**src/rtl/multicycle_control_unit_if.sv**
```systemverilog
// Purpose : bundle of control-unit <-> datapath/memory signals for the RV32I
//           multicycle core.
// Signals : opcode/funct3/zero/mem_ready  datapath and memory -> control unit
//           mem_valid, MemWrite, IRWrite, PCWrite, AdrSrc, RegWrite,
//           ResultSrc, ALUSrcA, ALUSrcB, ImmSrc, ALUOp, instr_done,
//           halted, bus_error              control unit -> datapath and memory
// Modports: master = control unit side, slave = datapath/memory side.
interface multicycle_control_unit_if;
    logic [6:0] opcode;
    logic [2:0] funct3;
    logic       zero;
    logic       mem_ready;

    logic       mem_valid;
    logic       MemWrite;
    logic       IRWrite;
    logic       PCWrite;
    logic       AdrSrc;
    logic       RegWrite;
    logic [1:0] ResultSrc;
    logic [1:0] ALUSrcA;
    logic [1:0] ALUSrcB;
    logic [2:0] ImmSrc;
    logic [1:0] ALUOp;
    logic       instr_done;
    logic       halted;
    logic       bus_error;

    modport master (
        input  opcode, funct3, zero, mem_ready,
        output mem_valid, MemWrite, IRWrite, PCWrite, AdrSrc, RegWrite,
               ResultSrc, ALUSrcA, ALUSrcB, ImmSrc, ALUOp,
               instr_done, halted, bus_error
    );

    modport slave (
        output opcode, funct3, zero, mem_ready,
        input  mem_valid, MemWrite, IRWrite, PCWrite, AdrSrc, RegWrite,
               ResultSrc, ALUSrcA, ALUSrcB, ImmSrc, ALUOp,
               instr_done, halted, bus_error
    );
endinterface

```
**src/rtl/multicycle_control_unit.sv**
```systemverilog
// Purpose : main-control FSM of the RV32I multicycle core. Sequences each
//           instruction over 3-5 states on a shared ALU and a unified memory
//           port with a ready/valid handshake, a wait-state timeout and a
//           sticky TRAP state (illegal opcode or bus timeout).
// Ports   : clk  rising-edge clock
//           rst  asynchronous active-high reset
//           bus  multicycle_control_unit_if.master (decode inputs, memory
//                handshake, datapath selects/enables, status)
// Params  : MEM_TIMEOUT  max consecutive memory wait cycles before bus error
//                        (0 disables the timeout)
// Macro   : CU_JALR_EN   adds JALR (opcode 1100111) via JALR/JALRPC states;
//                        without it that opcode traps as illegal.
module multicycle_control_unit #(
    parameter int unsigned MEM_TIMEOUT = 15
) (
    input  logic                             clk,
    input  logic                             rst,
    multicycle_control_unit_if.master        bus
);
    localparam int unsigned CNT_W      = (MEM_TIMEOUT > 0) ? $clog2(MEM_TIMEOUT + 1) : 1;
    localparam bit          TIMEOUT_EN = (MEM_TIMEOUT > 0);

    localparam logic [6:0] OP_LOAD   = 7'b0000011;
    localparam logic [6:0] OP_STORE  = 7'b0100011;
    localparam logic [6:0] OP_RTYPE  = 7'b0110011;
    localparam logic [6:0] OP_ITYPE  = 7'b0010011;
    localparam logic [6:0] OP_BRANCH = 7'b1100011;
    localparam logic [6:0] OP_JAL    = 7'b1101111;
    localparam logic [6:0] OP_LUI    = 7'b0110111;
`ifdef CU_JALR_EN
    localparam logic [6:0] OP_JALR   = 7'b1100111;
`endif

    typedef enum logic [3:0] {
        S_FETCH,
        S_DECODE,
        S_MEMADR,
        S_MEMREAD,
        S_MEMWB,
        S_MEMWRITE,
        S_EXECR,
        S_EXECI,
        S_LUI,
        S_ALUWB,
        S_BRANCH,
        S_JAL,
`ifdef CU_JALR_EN
        S_JALR,
        S_JALRPC,
`endif
        S_TRAP
    } state_t;

    state_t           state;
    state_t           state_next;
    logic [CNT_W-1:0] wait_cnt;
    logic [CNT_W-1:0] wait_cnt_next;
    logic             bus_error_q;
    logic             mem_access_c;
    logic             timeout_c;

    logic             mem_valid_c;
    logic             mem_write_c;
    logic             ir_write_c;
    logic             pc_write_c;
    logic             adr_src_c;
    logic             reg_write_c;
    logic [1:0]       result_src_c;
    logic [1:0]       alu_src_a_c;
    logic [1:0]       alu_src_b_c;
    logic [2:0]       imm_src_c;
    logic [1:0]       alu_op_c;
    logic             instr_done_c;
    logic             halted_c;

    // funct3[2:1] only matter to the ALU decoder, not to sequencing.
    logic             unused_c;
    assign unused_c = ^bus.funct3[2:1];

    // Memory-access states: the only ones where the wait counter runs.
    assign mem_access_c = (state == S_FETCH) || (state == S_MEMREAD) || (state == S_MEMWRITE);

    // A ready in the final allowed wait cycle still completes the access.
    assign timeout_c = TIMEOUT_EN && mem_access_c && !bus.mem_ready &&
                       (wait_cnt == CNT_W'(MEM_TIMEOUT));

    // State register, wait counter and sticky bus-error flag.
    always_ff @(posedge clk or posedge rst) begin
        if (rst) begin
            state       <= S_FETCH;
            wait_cnt    <= '0;
            bus_error_q <= 1'b0;
        end else begin
            state    <= state_next;
            wait_cnt <= wait_cnt_next;
            if (timeout_c) begin
                bus_error_q <= 1'b1;
            end
        end
    end

    // Next-state and next wait count.
    always_comb begin
        state_next = state;
        case (state)
            S_FETCH:    if (bus.mem_ready) state_next = S_DECODE;
            S_DECODE: begin
                case (bus.opcode)
                    OP_LOAD, OP_STORE: state_next = S_MEMADR;
                    OP_RTYPE:          state_next = S_EXECR;
                    OP_ITYPE:          state_next = S_EXECI;
                    OP_BRANCH:         state_next = S_BRANCH;
                    OP_JAL:            state_next = S_JAL;
                    OP_LUI:            state_next = S_LUI;
`ifdef CU_JALR_EN
                    OP_JALR:           state_next = S_JALR;
`endif
                    default:           state_next = S_TRAP;
                endcase
            end
            S_MEMADR:   state_next = (bus.opcode == OP_STORE) ? S_MEMWRITE : S_MEMREAD;
            S_MEMREAD:  if (bus.mem_ready) state_next = S_MEMWB;
            S_MEMWB:    state_next = S_FETCH;
            S_MEMWRITE: if (bus.mem_ready) state_next = S_FETCH;
            S_EXECR:    state_next = S_ALUWB;
            S_EXECI:    state_next = S_ALUWB;
            S_LUI:      state_next = S_ALUWB;
            S_ALUWB:    state_next = S_FETCH;
            S_BRANCH:   state_next = S_FETCH;
            S_JAL:      state_next = S_ALUWB;
`ifdef CU_JALR_EN
            S_JALR:     state_next = S_JALRPC;
            S_JALRPC:   state_next = S_ALUWB;
`endif
            S_TRAP:     state_next = S_TRAP;
            default:    state_next = S_TRAP;
        endcase
        if (timeout_c) begin
            state_next = S_TRAP;
        end

        wait_cnt_next = '0;
        if (mem_access_c && !bus.mem_ready && (state_next == state)) begin
            wait_cnt_next = wait_cnt + CNT_W'(1);
        end
    end

    // Datapath controls, decoded from state (Mealy on mem_ready/zero).
    always_comb begin
        mem_valid_c  = 1'b0;
        mem_write_c  = 1'b0;
        ir_write_c   = 1'b0;
        pc_write_c   = 1'b0;
        adr_src_c    = 1'b0;
        reg_write_c  = 1'b0;
        result_src_c = 2'b00;
        alu_src_a_c  = 2'b00;
        alu_src_b_c  = 2'b00;
        imm_src_c    = 3'b000;
        alu_op_c     = 2'b00;
        instr_done_c = 1'b0;
        halted_c     = 1'b0;
        case (state)
            S_FETCH: begin
                mem_valid_c  = 1'b1;
                ir_write_c   = bus.mem_ready;
                pc_write_c   = bus.mem_ready;
                result_src_c = 2'b10;
                alu_src_b_c  = 2'b10;
            end
            S_DECODE: begin
                alu_src_a_c = 2'b01;
                alu_src_b_c = 2'b01;
                imm_src_c   = (bus.opcode == OP_JAL) ? 3'b011 : 3'b010;
            end
            S_MEMADR: begin
                alu_src_a_c = 2'b10;
                alu_src_b_c = 2'b01;
                imm_src_c   = (bus.opcode == OP_STORE) ? 3'b001 : 3'b000;
            end
            S_MEMREAD: begin
                mem_valid_c = 1'b1;
                adr_src_c   = 1'b1;
            end
            S_MEMWB: begin
                result_src_c = 2'b01;
                reg_write_c  = 1'b1;
                instr_done_c = 1'b1;
            end
            S_MEMWRITE: begin
                mem_valid_c  = 1'b1;
                mem_write_c  = 1'b1;
                adr_src_c    = 1'b1;
                instr_done_c = bus.mem_ready;
            end
            S_EXECR: begin
                alu_src_a_c = 2'b10;
                alu_op_c    = 2'b10;
            end
            S_EXECI: begin
                alu_src_a_c = 2'b10;
                alu_src_b_c = 2'b01;
                alu_op_c    = 2'b10;
            end
            S_LUI: begin
                alu_src_a_c = 2'b11;
                alu_src_b_c = 2'b01;
                imm_src_c   = 3'b100;
            end
            S_ALUWB: begin
                reg_write_c  = 1'b1;
                instr_done_c = 1'b1;
            end
            S_BRANCH: begin
                alu_src_a_c  = 2'b10;
                alu_op_c     = 2'b01;
                pc_write_c   = bus.zero ^ bus.funct3[0];
                instr_done_c = 1'b1;
            end
            S_JAL: begin
                alu_src_a_c = 2'b01;
                alu_src_b_c = 2'b10;
                pc_write_c  = 1'b1;
            end
`ifdef CU_JALR_EN
            S_JALR: begin
                alu_src_a_c = 2'b10;
                alu_src_b_c = 2'b01;
            end
            S_JALRPC: begin
                alu_src_a_c = 2'b01;
                alu_src_b_c = 2'b10;
                pc_write_c  = 1'b1;
            end
`endif
            S_TRAP: begin
                halted_c = 1'b1;
            end
            default: begin
                halted_c = 1'b0;
            end
        endcase
        // Reset is asynchronous, so strobes must drop without waiting for an edge.
        if (rst) begin
            mem_valid_c  = 1'b0;
            mem_write_c  = 1'b0;
            ir_write_c   = 1'b0;
            pc_write_c   = 1'b0;
            reg_write_c  = 1'b0;
            instr_done_c = 1'b0;
        end
    end

    assign bus.mem_valid  = mem_valid_c;
    assign bus.MemWrite   = mem_write_c;
    assign bus.IRWrite    = ir_write_c;
    assign bus.PCWrite    = pc_write_c;
    assign bus.AdrSrc     = adr_src_c;
    assign bus.RegWrite   = reg_write_c;
    assign bus.ResultSrc  = result_src_c;
    assign bus.ALUSrcA    = alu_src_a_c;
    assign bus.ALUSrcB    = alu_src_b_c;
    assign bus.ImmSrc     = imm_src_c;
    assign bus.ALUOp      = alu_op_c;
    assign bus.instr_done = instr_done_c;
    assign bus.halted     = halted_c;
    assign bus.bus_error  = bus_error_q;
endmodule

```
**src/flat_wrapper.sv**
```systemverilog
// flat-port wrapper written by rule: the top's interface ports become plain ports
module multicycle_control_unit_flat 
#(
    parameter int unsigned MEM_TIMEOUT = 15
)
  (clk, rst, bus_opcode, bus_funct3, bus_zero, bus_mem_ready, bus_mem_valid, bus_MemWrite, bus_IRWrite, bus_PCWrite, bus_AdrSrc, bus_RegWrite, bus_ResultSrc, bus_ALUSrcA, bus_ALUSrcB, bus_ImmSrc, bus_ALUOp, bus_instr_done, bus_halted, bus_bus_error);
  multicycle_control_unit_if bus_i ();
  input  logic clk;
  input  logic rst;
  input wire logic [$bits(bus_i.opcode)-1:0] bus_opcode;
  input wire logic [$bits(bus_i.funct3)-1:0] bus_funct3;
  input wire logic [$bits(bus_i.zero)-1:0] bus_zero;
  input wire logic [$bits(bus_i.mem_ready)-1:0] bus_mem_ready;
  output wire logic [$bits(bus_i.mem_valid)-1:0] bus_mem_valid;
  output wire logic [$bits(bus_i.MemWrite)-1:0] bus_MemWrite;
  output wire logic [$bits(bus_i.IRWrite)-1:0] bus_IRWrite;
  output wire logic [$bits(bus_i.PCWrite)-1:0] bus_PCWrite;
  output wire logic [$bits(bus_i.AdrSrc)-1:0] bus_AdrSrc;
  output wire logic [$bits(bus_i.RegWrite)-1:0] bus_RegWrite;
  output wire logic [$bits(bus_i.ResultSrc)-1:0] bus_ResultSrc;
  output wire logic [$bits(bus_i.ALUSrcA)-1:0] bus_ALUSrcA;
  output wire logic [$bits(bus_i.ALUSrcB)-1:0] bus_ALUSrcB;
  output wire logic [$bits(bus_i.ImmSrc)-1:0] bus_ImmSrc;
  output wire logic [$bits(bus_i.ALUOp)-1:0] bus_ALUOp;
  output wire logic [$bits(bus_i.instr_done)-1:0] bus_instr_done;
  output wire logic [$bits(bus_i.halted)-1:0] bus_halted;
  output wire logic [$bits(bus_i.bus_error)-1:0] bus_bus_error;
  assign bus_i.opcode = bus_opcode;
  assign bus_i.funct3 = bus_funct3;
  assign bus_i.zero = bus_zero;
  assign bus_i.mem_ready = bus_mem_ready;
  assign bus_mem_valid = bus_i.mem_valid;
  assign bus_MemWrite = bus_i.MemWrite;
  assign bus_IRWrite = bus_i.IRWrite;
  assign bus_PCWrite = bus_i.PCWrite;
  assign bus_AdrSrc = bus_i.AdrSrc;
  assign bus_RegWrite = bus_i.RegWrite;
  assign bus_ResultSrc = bus_i.ResultSrc;
  assign bus_ALUSrcA = bus_i.ALUSrcA;
  assign bus_ALUSrcB = bus_i.ALUSrcB;
  assign bus_ImmSrc = bus_i.ImmSrc;
  assign bus_ALUOp = bus_i.ALUOp;
  assign bus_instr_done = bus_i.instr_done;
  assign bus_halted = bus_i.halted;
  assign bus_bus_error = bus_i.bus_error;
  multicycle_control_unit #(.MEM_TIMEOUT(MEM_TIMEOUT)) u_core (.clk(clk), .rst(rst), .bus(bus_i));
endmodule
```
**config.mk**
```make
export PLATFORM = sky130hd
export DESIGN_NAME = multicycle_control_unit_flat
export DESIGN_NICKNAME = d
export VERILOG_FILES = /design/src/rtl/multicycle_control_unit_if.sv /design/src/rtl/multicycle_control_unit.sv /design/src/flat_wrapper.sv
export SDC_FILE = /design/constraint.sdc
export NUM_CORES = 1
export LEC_CHECK = 0
export CAP_MARGIN = 20
export CORE_MARGIN = 4
export CORE_UTILIZATION = 30
export DETAILED_ROUTE_END_ITERATION = 10
export SYNTH_ARGS = -nofsm -noshare
export SYNTH_HDL_FRONTEND = slang
export SYNTH_SLANG_ARGS = --single-unit
```
**constraint.sdc**
```tcl
create_clock -name clk -period 1.6 [get_ports clk]
set_input_delay 0.32 -clock clk [delete_from_list [all_inputs] [get_ports clk]]
set_output_delay 0.32 -clock clk [all_outputs]
set_load 0.01 [all_outputs]
```
# Yosys cells after proc, flatten, opt, wreduce, memory -nomap -nowiden
# Index checks and enable logic that the tools add are counted.
word_totals:
  regBits: 9
  output_inout_bits: 20
op_classes:
  addsub: 1
  mux: 29
  eq_ne: 21
  bitwise: 1
  n_reduce_logical: 18
op_table:
  columns: ["op", "n"]
  rows:
  - ["4-bit one-hot mux with 7 select lines", 1]
  - ["4-bit == test, second input constant", 6]
  - ["4-bit one-hot mux with 6 select lines", 1]
  - ["7-bit by 6-bit == test with 1-bit output, second input constant", 3]
  - ["4-bit two-way mux", 5]
  - ["4-bit by 3-bit == test with 1-bit output, second input constant", 4]
  - ["7-bit == test, second input constant", 2]
  - ["1-bit two-way mux", 14]
  - ["2-bit one-hot mux with 2 select lines", 3]
  - ["2-bit OR reduction", 6]
  - ["4-bit OR reduction", 3]
  - ["3-bit one-hot mux with 3 select lines", 1]
  - ["4-bit by 2-bit == test with 1-bit output, second input constant", 2]
  - ["7-bit by 2-bit == test with 1-bit output, second input constant", 1]
  - ["7-bit by 5-bit == test with 1-bit output, second input constant", 1]
  - ["2-bit one-hot mux with 3 select lines", 1]
  - ["3-bit OR reduction", 2]
  - ["4-bit by 1-bit adder with 4-bit output, second input constant", 1]
  - ["4-bit by 1-bit == test with 1-bit output, second input constant", 1]
  - ["4-bit == test", 1]
  - ["4-bit zero test", 1]
  - ["1-bit logical AND", 3]
  - ["3-bit two-way mux", 1]
  - ["1-bit one-hot mux with 3 select lines", 1]
  - ["4 further kinds", 5]

# Longest topological paths before layout
depth:
  depth_word: 9
  depth_mapped: 5

# Worst setup path after synthesis
# No wires, ideal clock.
synth_timing:
  path_type: "input to output"
  start: "input port bus_opcode[3]"
  end: "output port bus_ImmSrc[0]"
  arrival_ns: 1.382
  stages: 3
  n_path_buf: 0
  setup_slack_ns: -0.102
  path_cell_list: "or4_4 or3_1 a21oi_1"
synth_via:
  elab_chain_cells: 3
  elab_cells_between_ends: 5
  cone_classes: "2 x eq/ne; 3 x mux"
synth_lines:
  columns: ["element", "line", "text"]
  rows:
  - ["start, declared", "flat_wrapper.sv:10", "input wire logic [$bits(bus_i.opcode)-1:0] bus_opcode;"]
  - ["7-bit by 6-bit == test with 1-bit output / 7-bit == test (equally long branches)", "multicycle_control_unit.sv:179, multicycle_control_unit.sv:174", null]
  - ["1-bit two-way mux (on tied branches)", "multicycle_control_unit.sv:179, multicycle_control_unit.sv:174", null]
  - ["3-bit one-hot mux with 3 select lines *", "multicycle_control_unit.sv:163", "case (state)"]
  - ["end, declared", "flat_wrapper.sv:23", "output wire logic [$bits(bus_i.ImmSrc)-1:0] bus_ImmSrc;"]
# Mark *: on every way between the ends. The rest lies on a longest branch, timed or not.

# Worst setup path in the final report
layout_timing:
  start: "register u_core.state[0]"
  end: "output port bus_ImmSrc[0]"
layout_via:
  elab_chain_cells: 2
  elab_cells_between_ends: 4
  cone_classes: "3 x eq/ne; 1 x mux"
layout_lines:
  columns: ["element", "line", "text"]
  rows:
  - ["start, declared", "multicycle_control_unit.sv:54", "state_t state;"]
  - ["start signal, assigned", "multicycle_control_unit.sv:94", "state <= state_next;"]
  - ["4-bit == test (tied with other cells)", "multicycle_control_unit.sv:163", null]
  - ["3-bit one-hot mux with 3 select lines *", "multicycle_control_unit.sv:163", null]
# Marked as above.

==> flow_summary.ini <==
[cells_and_area]
areaGrowthSynthToFinish_pct = 124
nNetsFinal = 234
postLayoutCellArea_mm2 = 0.00210
finish.utilization = 0.694
num_antenna_cells = 0
drive_gt1_frac = 0.651

[drt]
ant_nets = 0
via_per_inst = 5.33
drt-initial-drc-count = 137
totalWireLength_um = 4520
drcViolationCount = 0
wl_per_cell_um = 17.3
dr.pass1.iters = 4
vias = 1397

[synthesis]
synth_edf_count = 0
synth_cells = 123
synthTopCellsByCount = 13 x nor2_1, 11 x nand2_1, 9 x a21oi_1, 9 x dfrtp_1
async_flop_share = 1.00
syn_area_um2 = 938
ys_types = 51
syn_nets = 138
ys.flop_type = dfrtp_1
seq_area_frac_synth = 0.240
synth_area_leader_cell = dfrtp_1
synth_top_area_frac = 0.240
synthTopCellsByArea = dfrtp_1 24%, nor2_1 5.2%, a21oi_1 4.8%, nand2_1 4.4%, nand2b_1 3.3%
synth_most_common_cell = nor2_1
synth_area_per_cell_um2 = 7.63
ys_ff_latch = 9
ys_warn_count = 0

[grt]
grt_util_met3 = 0.0193
antenna_found_initial = 0
grt_pass1_vias = 1331
met1_usage = 0.219
grt_pass1_wl_um = 6370
grtUsageTotal = 0.195
overflow = 0
grt_max_degree = 20
met2_usage = 0.379
grt_busiest_layer = met2

[timing]
setup_violations = 25
slew_headroom = 0.786
period_share = 1.24
final.min_clock_period_ns = 1.98
fin_ws_ns = -0.385
rsz0062_at_grt = yes
worst_pin_slew_ns = 0.320
hold_viol = 0
fmax_ghz = 0.504
skew_ns = 0.00105
drv_slew = 0

[setup_path]
reg2reg_depth = 7
crit_required_ns = 1.28
crit_arrival_ns = 1.66
startpoint_type = flip-flop
rr_startpoint = u_core.state[0]$_DFF_PP0_
worstPathMaxFanout = 4
reg2reg_slack_ns = -0.14
path_class = flip-flop to output port
crit_path_end_kind = output port
reg2reg_to = u_core.wait_cnt[2]$_DFF_PP0_

[floorplanning]
die_y_um = 63.9
num_rows = 20
die-area_mm2 = 0.00409
io_pins = 34
die_width_um = 63.9
initial_utilization = 0.310
core_region_area_mm2 = 0.00303

[clock_tree]
insertion_delay_ns = 0.25
cts_root_buffer = clkbuf_4
htreeDepth = 1
cts.path.max_buffers = 2
hold_buffers = 0
cts_buffers = 3
cts.clk_slew.worst_paths_ns = 0.05
cts_tree = done
cts.sinks = 9

[worst_hold_path]
hold_depth = 1
min_to = u_core.bus.bus_error$_DFFE_PP0P_
hp-class = flip-flop to flip-flop
hold_path_startpoint = u_core.bus.bus_error$_DFFE_PP0P_

[placement]
placed_cell_area_mm2 = 0.00158
gp_congestion = 0.818
dp_hpwl_um = 2470
port_buffers = 31

[power]
leakage_uw = 0.000962
p_per_area_mw_per_mm2 = 1460
power_uw = 3060
peakVddDrop_mv = 0.798

[flow_run]
maxCapViolations = 0

[status]
failed_checks = setup timing
status = complete, but fails checks
-- where the power goes --
| part | internal, uW | total [uW] | leakage [uW] | switching, uW |
|---|---|---|---|---|
| clock network | 95.1 | 159 | 0.0000150 | 63.4 |
| registers | 276 | 320 | 0.000119 | 43.7 |
| logic | 1430 | 2580 | 0.000828 | 1150 |
-- worst max-delay path by stage --
stage / start / end
after floorplan: bus_opcode[3] / bus_ImmSrc[0]
after global placement: bus_opcode[1] / bus_ImmSrc[0]
after detailed placement: bus_opcode[3] / bus_ImmSrc[0]
after CTS: bus_opcode[0] / bus_ImmSrc[0]
after global routing: u_core.state[0]$_DFF_PP0_ / bus_ImmSrc[0]
final: u_core.state[0]$_DFF_PP0_ / bus_ImmSrc[0]
-- cell families (layout without fill, tap and decap cells) --
family                   after synthesis  in the layout  share of synthesized area
AND/OR/NAND/NOR                       59             59                      0.349
AO/OA/AOI/OAI                         32             32                      0.236
buffers and inverters                 15            110                     0.0947
flip-flops                             9              9                      0.240
XOR/XNOR                               6              6                     0.0560
adder cells (fa/ha/maj)                1              1                     0.0133
multiplexers                           1              1                     0.0107
-- cell usage in the layout, fill, tap and decap left out, types with 4 or more instances in the layout --
cell             instances
nor2_1                   9
nand2_1                  7
nor3_2                   4
a21oi_2                  6
buf_2                   16
clkdlybuf4s50_1          6
inv_1                    4
dfrtp_1                  8
buf_4                   41
nand3_1                  6
buf_6                   31
-- registers in the layout, summed over array words and instances, names as in the netlist --
register and count:
u_core.bus.bus_error 1, u_core.state 4, u_core.wait_cnt 4
-- stage by stage --
step                      setup slack [ns]  hold WS [ns]  cells  TNS, ns
after floorplan                    -0.0733         0.158    123  -0.0733
after global placement              -0.976         0.444    230    -9.63
after detailed placement             -1.02         0.452    230   -10.08
after CTS                           -0.329         0.399    253    -3.08
after global routing                -0.427         0.468    262    -5.72
final                               -0.385         0.455    262    -4.25
-- metal layers --
metal	vias to the layer above	part of all wire
met5	-	0
met4	0	0.022
met3	12	0.047
met2	56	0.55
met1	693	0.38
li1	636	-
-- final cells by class --
class	count	area (um^2)
clock buffer	4	26.3
fill	209	927
inverter	6	27.5
sequential	9	226
tap	44	55.1
multi-input combinational	99	870
timing repair buffer	100	896
-- timing repair --
action	in CTS	in global routing
setup buffers	19	12
pin swaps	20	21
setup endpoints to repair	27	27
cloned	0	1
gates resized for setup	161	28
-- critical path, stage by stage (launching register included) --
cell and delay, ns:
dfrtp_2 0.44, or2b_4 0.27, or3_4 0.39, a21oi_2 0.15, buf_2 0.17
No activity file was read; power rests on OpenSTA's default activity.
